--- src/rtl/det_seq_ctrl.sv ---
// Sequencing controller for the serial 1001/111 detector: arbitrates two word
// requesters, serializes the granted word MSB-first and returns the hit count.
// Optional build macro: DET_SEQ_FIXED_PRI_EN (fixed priority, requester 0 wins ties).
module det_seq_ctrl #(
  parameter int unsigned WORD_W = 8,
  parameter int unsigned CNT_W  = 4
) (
  input  logic              Clk,
  input  logic              Rst,
  input  logic              req0,
  input  logic [WORD_W-1:0] data0,
  input  logic              req1,
  input  logic [WORD_W-1:0] data1,
  output logic              ack0,
  output logic              ack1,
  output logic [CNT_W-1:0]  hits,
  output logic              busy,
  output logic              det_w,
  output logic              det_rst,
  input  logic              det_z
);

  localparam int unsigned BIT_CNT_W = $clog2(WORD_W + 1);
  localparam logic [BIT_CNT_W-1:0] BITS_FULL = BIT_CNT_W'(WORD_W);
  localparam logic [CNT_W-1:0]     HIT_MAX   = {CNT_W{1'b1}};

  typedef enum logic [2:0] {
    S_IDLE,
    S_CLR,
    S_SHIFT,
    S_DRAIN,
    S_DONE
  } state_t;

  state_t               state, state_nxt;
  logic [WORD_W-1:0]    sreg, sreg_nxt;
  logic [BIT_CNT_W-1:0] bit_cnt, bit_cnt_nxt;
  logic [CNT_W-1:0]     hit_cnt, hit_cnt_nxt;
  logic [CNT_W-1:0]     hits_nxt;
  logic                 gnt, gnt_nxt;
  logic                 ack0_nxt, ack1_nxt;
  logic                 busy_nxt, det_w_nxt, det_rst_nxt;
  logic                 pick1_c;
  logic [CNT_W-1:0]     hit_sat_c;

  // Requester selection used when leaving IDLE
`ifdef DET_SEQ_FIXED_PRI_EN
  assign pick1_c = ~req0;
`else
  logic last;

  assign pick1_c = (req0 & req1) ? ~last : req1;

  // Round-robin pointer: identity of the requester served most recently
  always_ff @(posedge Clk or negedge Rst) begin
    if (!Rst) begin
      last <= 1'b1;
    end else if (state == S_DONE) begin
      last <= gnt;
    end
  end
`endif

  // Hit counter increment that sticks at the maximum instead of wrapping
  assign hit_sat_c = (det_z && (hit_cnt != HIT_MAX)) ? hit_cnt + CNT_W'(1) : hit_cnt;

  // State, datapath and output registers
  always_ff @(posedge Clk or negedge Rst) begin
    if (!Rst) begin
      state   <= S_IDLE;
      sreg    <= '0;
      bit_cnt <= '0;
      hit_cnt <= '0;
      gnt     <= 1'b0;
      hits    <= '0;
      ack0    <= 1'b0;
      ack1    <= 1'b0;
      busy    <= 1'b0;
      det_w   <= 1'b0;
      det_rst <= 1'b1;
    end else begin
      state   <= state_nxt;
      sreg    <= sreg_nxt;
      bit_cnt <= bit_cnt_nxt;
      hit_cnt <= hit_cnt_nxt;
      gnt     <= gnt_nxt;
      hits    <= hits_nxt;
      ack0    <= ack0_nxt;
      ack1    <= ack1_nxt;
      busy    <= busy_nxt;
      det_w   <= det_w_nxt;
      det_rst <= det_rst_nxt;
    end
  end

  // Next state and next registered output values
  always_comb begin
    state_nxt   = state;
    sreg_nxt    = sreg;
    bit_cnt_nxt = bit_cnt;
    hit_cnt_nxt = hit_cnt;
    gnt_nxt     = gnt;
    hits_nxt    = hits;
    ack0_nxt    = 1'b0;
    ack1_nxt    = 1'b0;
    det_w_nxt   = 1'b0;
    det_rst_nxt = 1'b0;

    unique case (state)
      S_IDLE: begin
        if (req0 || req1) begin
          gnt_nxt     = pick1_c;
          sreg_nxt    = pick1_c ? data1 : data0;
          bit_cnt_nxt = BITS_FULL;
          hit_cnt_nxt = '0;
          det_rst_nxt = 1'b1;
          state_nxt   = S_CLR;
        end
      end
      S_CLR: begin
        // First bit leaves as the detector comes out of clear
        det_w_nxt   = sreg[WORD_W-1];
        sreg_nxt    = sreg << 1;
        bit_cnt_nxt = bit_cnt - BIT_CNT_W'(1);
        state_nxt   = S_SHIFT;
      end
      S_SHIFT: begin
        hit_cnt_nxt = hit_sat_c;
        if (bit_cnt == '0) begin
          state_nxt = S_DRAIN;
        end else begin
          det_w_nxt   = sreg[WORD_W-1];
          sreg_nxt    = sreg << 1;
          bit_cnt_nxt = bit_cnt - BIT_CNT_W'(1);
        end
      end
      S_DRAIN: begin
        // z of the final bit arrives here; publish result alongside ack
        hit_cnt_nxt = hit_sat_c;
        hits_nxt    = hit_sat_c;
        ack0_nxt    = ~gnt;
        ack1_nxt    = gnt;
        state_nxt   = S_DONE;
      end
      S_DONE: begin
        state_nxt = S_IDLE;
      end
      default: begin
        state_nxt = S_IDLE;
      end
    endcase

    busy_nxt = (state_nxt != S_IDLE);
  end

endmodule
--- config.mk ---
export PLATFORM = sky130hd
export DESIGN_NAME = det_seq_ctrl
export DESIGN_NICKNAME = d
export VERILOG_FILES = /design/src/rtl/det_seq_ctrl.sv
export SDC_FILE = /design/constraint.sdc
export NUM_CORES = 1
export LEC_CHECK = 0
export CAP_MARGIN = 10
export CORE_MARGIN = 4
export CORE_UTILIZATION = 47
export CTS_BUF_LIST = sky130_fd_sc_hd__clkbuf_8
export CTS_CLUSTER_SIZE = 20
export DETAILED_ROUTE_END_ITERATION = 8
export PLACE_DENSITY_LB_ADDON = 0.12
export RECOVER_POWER = 100
export SETUP_SLACK_MARGIN = 0.02
export SYNTH_ARGS = -nofsm -noshare
export SYNTH_HDL_FRONTEND = slang
export SYNTH_SLANG_ARGS = --single-unit
--- constraint.sdc ---
create_clock -name Clk -period 1.9 [get_ports Clk]
set_clock_uncertainty 0.05 [all_clocks]
set_input_delay 0.19 -clock Clk [delete_from_list [all_inputs] [get_ports Clk]]
set_output_delay 0.19 -clock Clk [all_outputs]
set_load 0.01 [all_outputs]
==> flow_summary.yaml <==
run_status:
  outcome: "finished clean"
min_path:
  hp-class: "flop to flop"
timing:
  tightest_slew_ns: 0.7118
  slew_violations: 0
  setup_viol: 0
  fin_crit_sh_pct: 99.94
  hold_viol: 0
  rsz0062_at_grt: "yes"
  post-route-min-period_ns: 1.899
  slew_headroom_pct: 52.55
  fmax_mhz: 526.6
cts:
  cts_hold_buf: 0
  clockRootBuffer: "clkbuf_8"
  cts_num_sinks: 30
  clk_latency_ns: 0.28
  cts_tree: "yes"
  numCtsBuffers: 5
  clk_pin_slew_worst_paths_ns: 0.07
  cts_buffer_depth: 2
  ctsHtreeMaxLevel: 2
yosys:
  synth_edf_count: 0
  synth_top_family_by_area: "simple AND/OR/NAND/NOR gates"
  ys_ff_latch: 30
  avgSynthCellArea_um2: 10.15
  syn_area_um2: 1400
  synth_xor_area_share_pct: 1.251
  ys_warn_count: 0
  async_reset_ff_share_pct: 100.0
  muxShareOfSynthArea_pct: 3.843
  synth_cells: 138
  ys_types: 38
  seq_area_frac_synth_pct: 53.80
  ys.flop_type: "dfrtp_1"
  syn_nets: 162
  yosys.area_share.simple_pct: 18.14
  synth_fa_ha_area_share_pct: 2.681
  synth_compound_area_share_pct: 15.82
final_layout:
  drive_gt1_share_pct: 16.76
  synthToLayoutAreaGrowth_pct: 33.87
  antennaDiodeCount: 0
  fill_cells: 229
  utilization_pct: 66.82
  nNetsFinal: 202
  final_cell_area_um2: 1874
floorplan:
  start_util_pct: 49.91
  num_rows: 19
  die_h_um: 62.58
  die_area_um2: 3916
  die_w_um: 62.58
  core_um2: 2805
  boundaryPins: 30
placed_design:
  gp_congestion: 0.7310
  hpwlAfterDp_um: 2070
  placed_area_um2: 1753
  port-buffer-count: 29
global_routing:
  grt_max_degree: 31
  grt_overflow_total: 0
  grt_pass1_wl_um: 4974
  grt_usage_pct: 16.26
  antenna_found_initial: 0
  grt_pass1_vias: 1145
critical_path:
  critPathArrivalTime_ns: 2.03
  crit_fanout: 6
  crit_type: "flop to flop"
  cp-start-kind: "flop"
  cp-end-kind: "flop"
  critPathRequiredTime_ns: 2.03
pwr:
  vdd_ir_drop_max_mv: 0.8429
  pwr_density_cell_nw_per_um2: 1662
  p_leak_nw: 0.8481
drt:
  viasPerCell: 5.448
  routed_wirelength_um: 2951
  drtPass1Iterations: 4
  drt-initial-drc-count: 38
  remaining_drc_errors: 0
  routedWlPerCell_um: 14.05
  drtAntennaViolNets: 0
  vias: 1144
flow_run:
  max_cap_violations: 0
==> what timing repair did <==
action,CTS,global route
buffers inserted,0,1
cloned,1,0
setup endpoints to repair,8,12
gates resized for setup,2,4
==> placed cells by master, fill, tap and decap left out, types with 6 or more instances in the layout <==
cell,netlist,layout
buf_4,1,6
clkbuf_8,0,6
clkdlybuf4s50_1,0,19
dfrtp_1,28,28
dlygate4sd3_1,0,10
nand2_1,26,25
nand3_1,12,12
nor2_1,7,7
o21ai_0,8,6
o221a_1,6,6
==> registers in the layout, summed over array words and instances (netlist names) <==
| signal | cells |
|---|---|
| bit_cnt | 4 |
| det_rst | 1 |
| state | 3 |
| ack0 | 1 |
| hits | 4 |
| last | 1 |
| ack1 | 1 |
| det_w | 1 |
| busy | 1 |
| hit_cnt | 4 |
| sreg | 8 |
| gnt | 1 |
==> cell usage after synthesis, types with 3 or more instances <==
library cell	instances	area, um^2
a21oi_1	3	15.01
dfrtp_1	28	700.7
ha_1	3	37.54
inv_1	7	26.28
mux2_2	3	33.78
nand2_1	26	97.59
nand3_1	12	60.06
nor2_1	7	26.28
o21ai_0	8	40.04
o221a_1	6	67.56
o22ai_1	3	18.77
==> path summary, 6_finish.rpt <==
kind / start / end / slack [ns] / cells past startpoint
max: bit_cnt[1] / sreg[1] / 0.001 / 6
max in group asynchronous: Rst / gnt / 0.91 / 2
min reg2reg: hits[3] / hits[3] / 0.42 / 2
max reg2reg: bit_cnt[1] / sreg[1] / 0.001 / 6
min in group asynchronous: Rst / hits[0] / 0.43 / 2
min: hits[3] / hits[3] / 0.42 / 2
==> per-layer routing <==
layer  vias up  track usage (%)  wire [um]
li1        567                -          -
met1       540            20.55       1367
met2        26            23.44       1347
met3        11            5.216        135
met4         0            11.29         99
met5         -                0          0
==> worst max-delay path, cell delays in order, from the launching register on <==
cell and delay, ns:
dfrtp_1 0.39, inv_2 0.08, ha_1 0.13, or3b_4 0.37, or3_4 0.37, o21a_4 0.16
o221a_2 0.24
==> power breakdown <==
| part | switching, mW | total [mW] | leakage [nW] | internal (mW) |
|---|---|---|---|---|
| clock | 0.245 | 0.535 | 0.0472 | 0.291 |
| combinational | 0.723 | 1.45 | 0.430 | 0.730 |
| sequential | 0.192 | 1.13 | 0.371 | 0.935 |
| total | 1.16 | 3.11 | 0.848 | 1.96 |
==> through the flow <==
| step | cells | hold slack [ns] | total power [mW] | TNS (ns) | worst slack (ns) |
|---|---|---|---|---|---|
| 2_1_floorplan | 138 | -0.1556 | 2.041 | -0.2779 | -0.04632 |
| 3_3_place_gp | 200 | 0.4095 | 2.451 | 0 | 0.01167 |
| 3_5_place_dp | 200 | 0.4199 | 2.517 | -0.2366 | -0.04819 |
| 4_1_cts | 209 | 0.2392 | 3.109 | 0 | 0.003227 |
| 5_1_grt | 210 | 0.4427 | 3.360 | -0.3240 | -0.06834 |
| 6_report | 210 | 0.4237 | 3.114 | 0 | 0.001048 |
==> cell type report <==
type	count	area, um^2	area share (%)
timing repair buffer	38	351.6	18.76
sequential	30	753.2	40.19
multi-input combinational	96	609.3	32.51
clock inverter	2	12.51	0.6676
inverter	7	26.28	1.402
tap	31	38.79	2.069
clock buffer	6	82.58	4.406
==> logic make-up (layout without fill, tap and decap cells) <==
kind of cell	count (synthesis)	after routing
and+or+nand+nor	56	56
DFF	30	30
AOI/OAI and AO/OA	29	30
buffers and inverters	13	53
muxes	5	5
adders and majority gates	3	3
xor gates and xnor gates	2	2
Power figures use the tool's default switching activity.
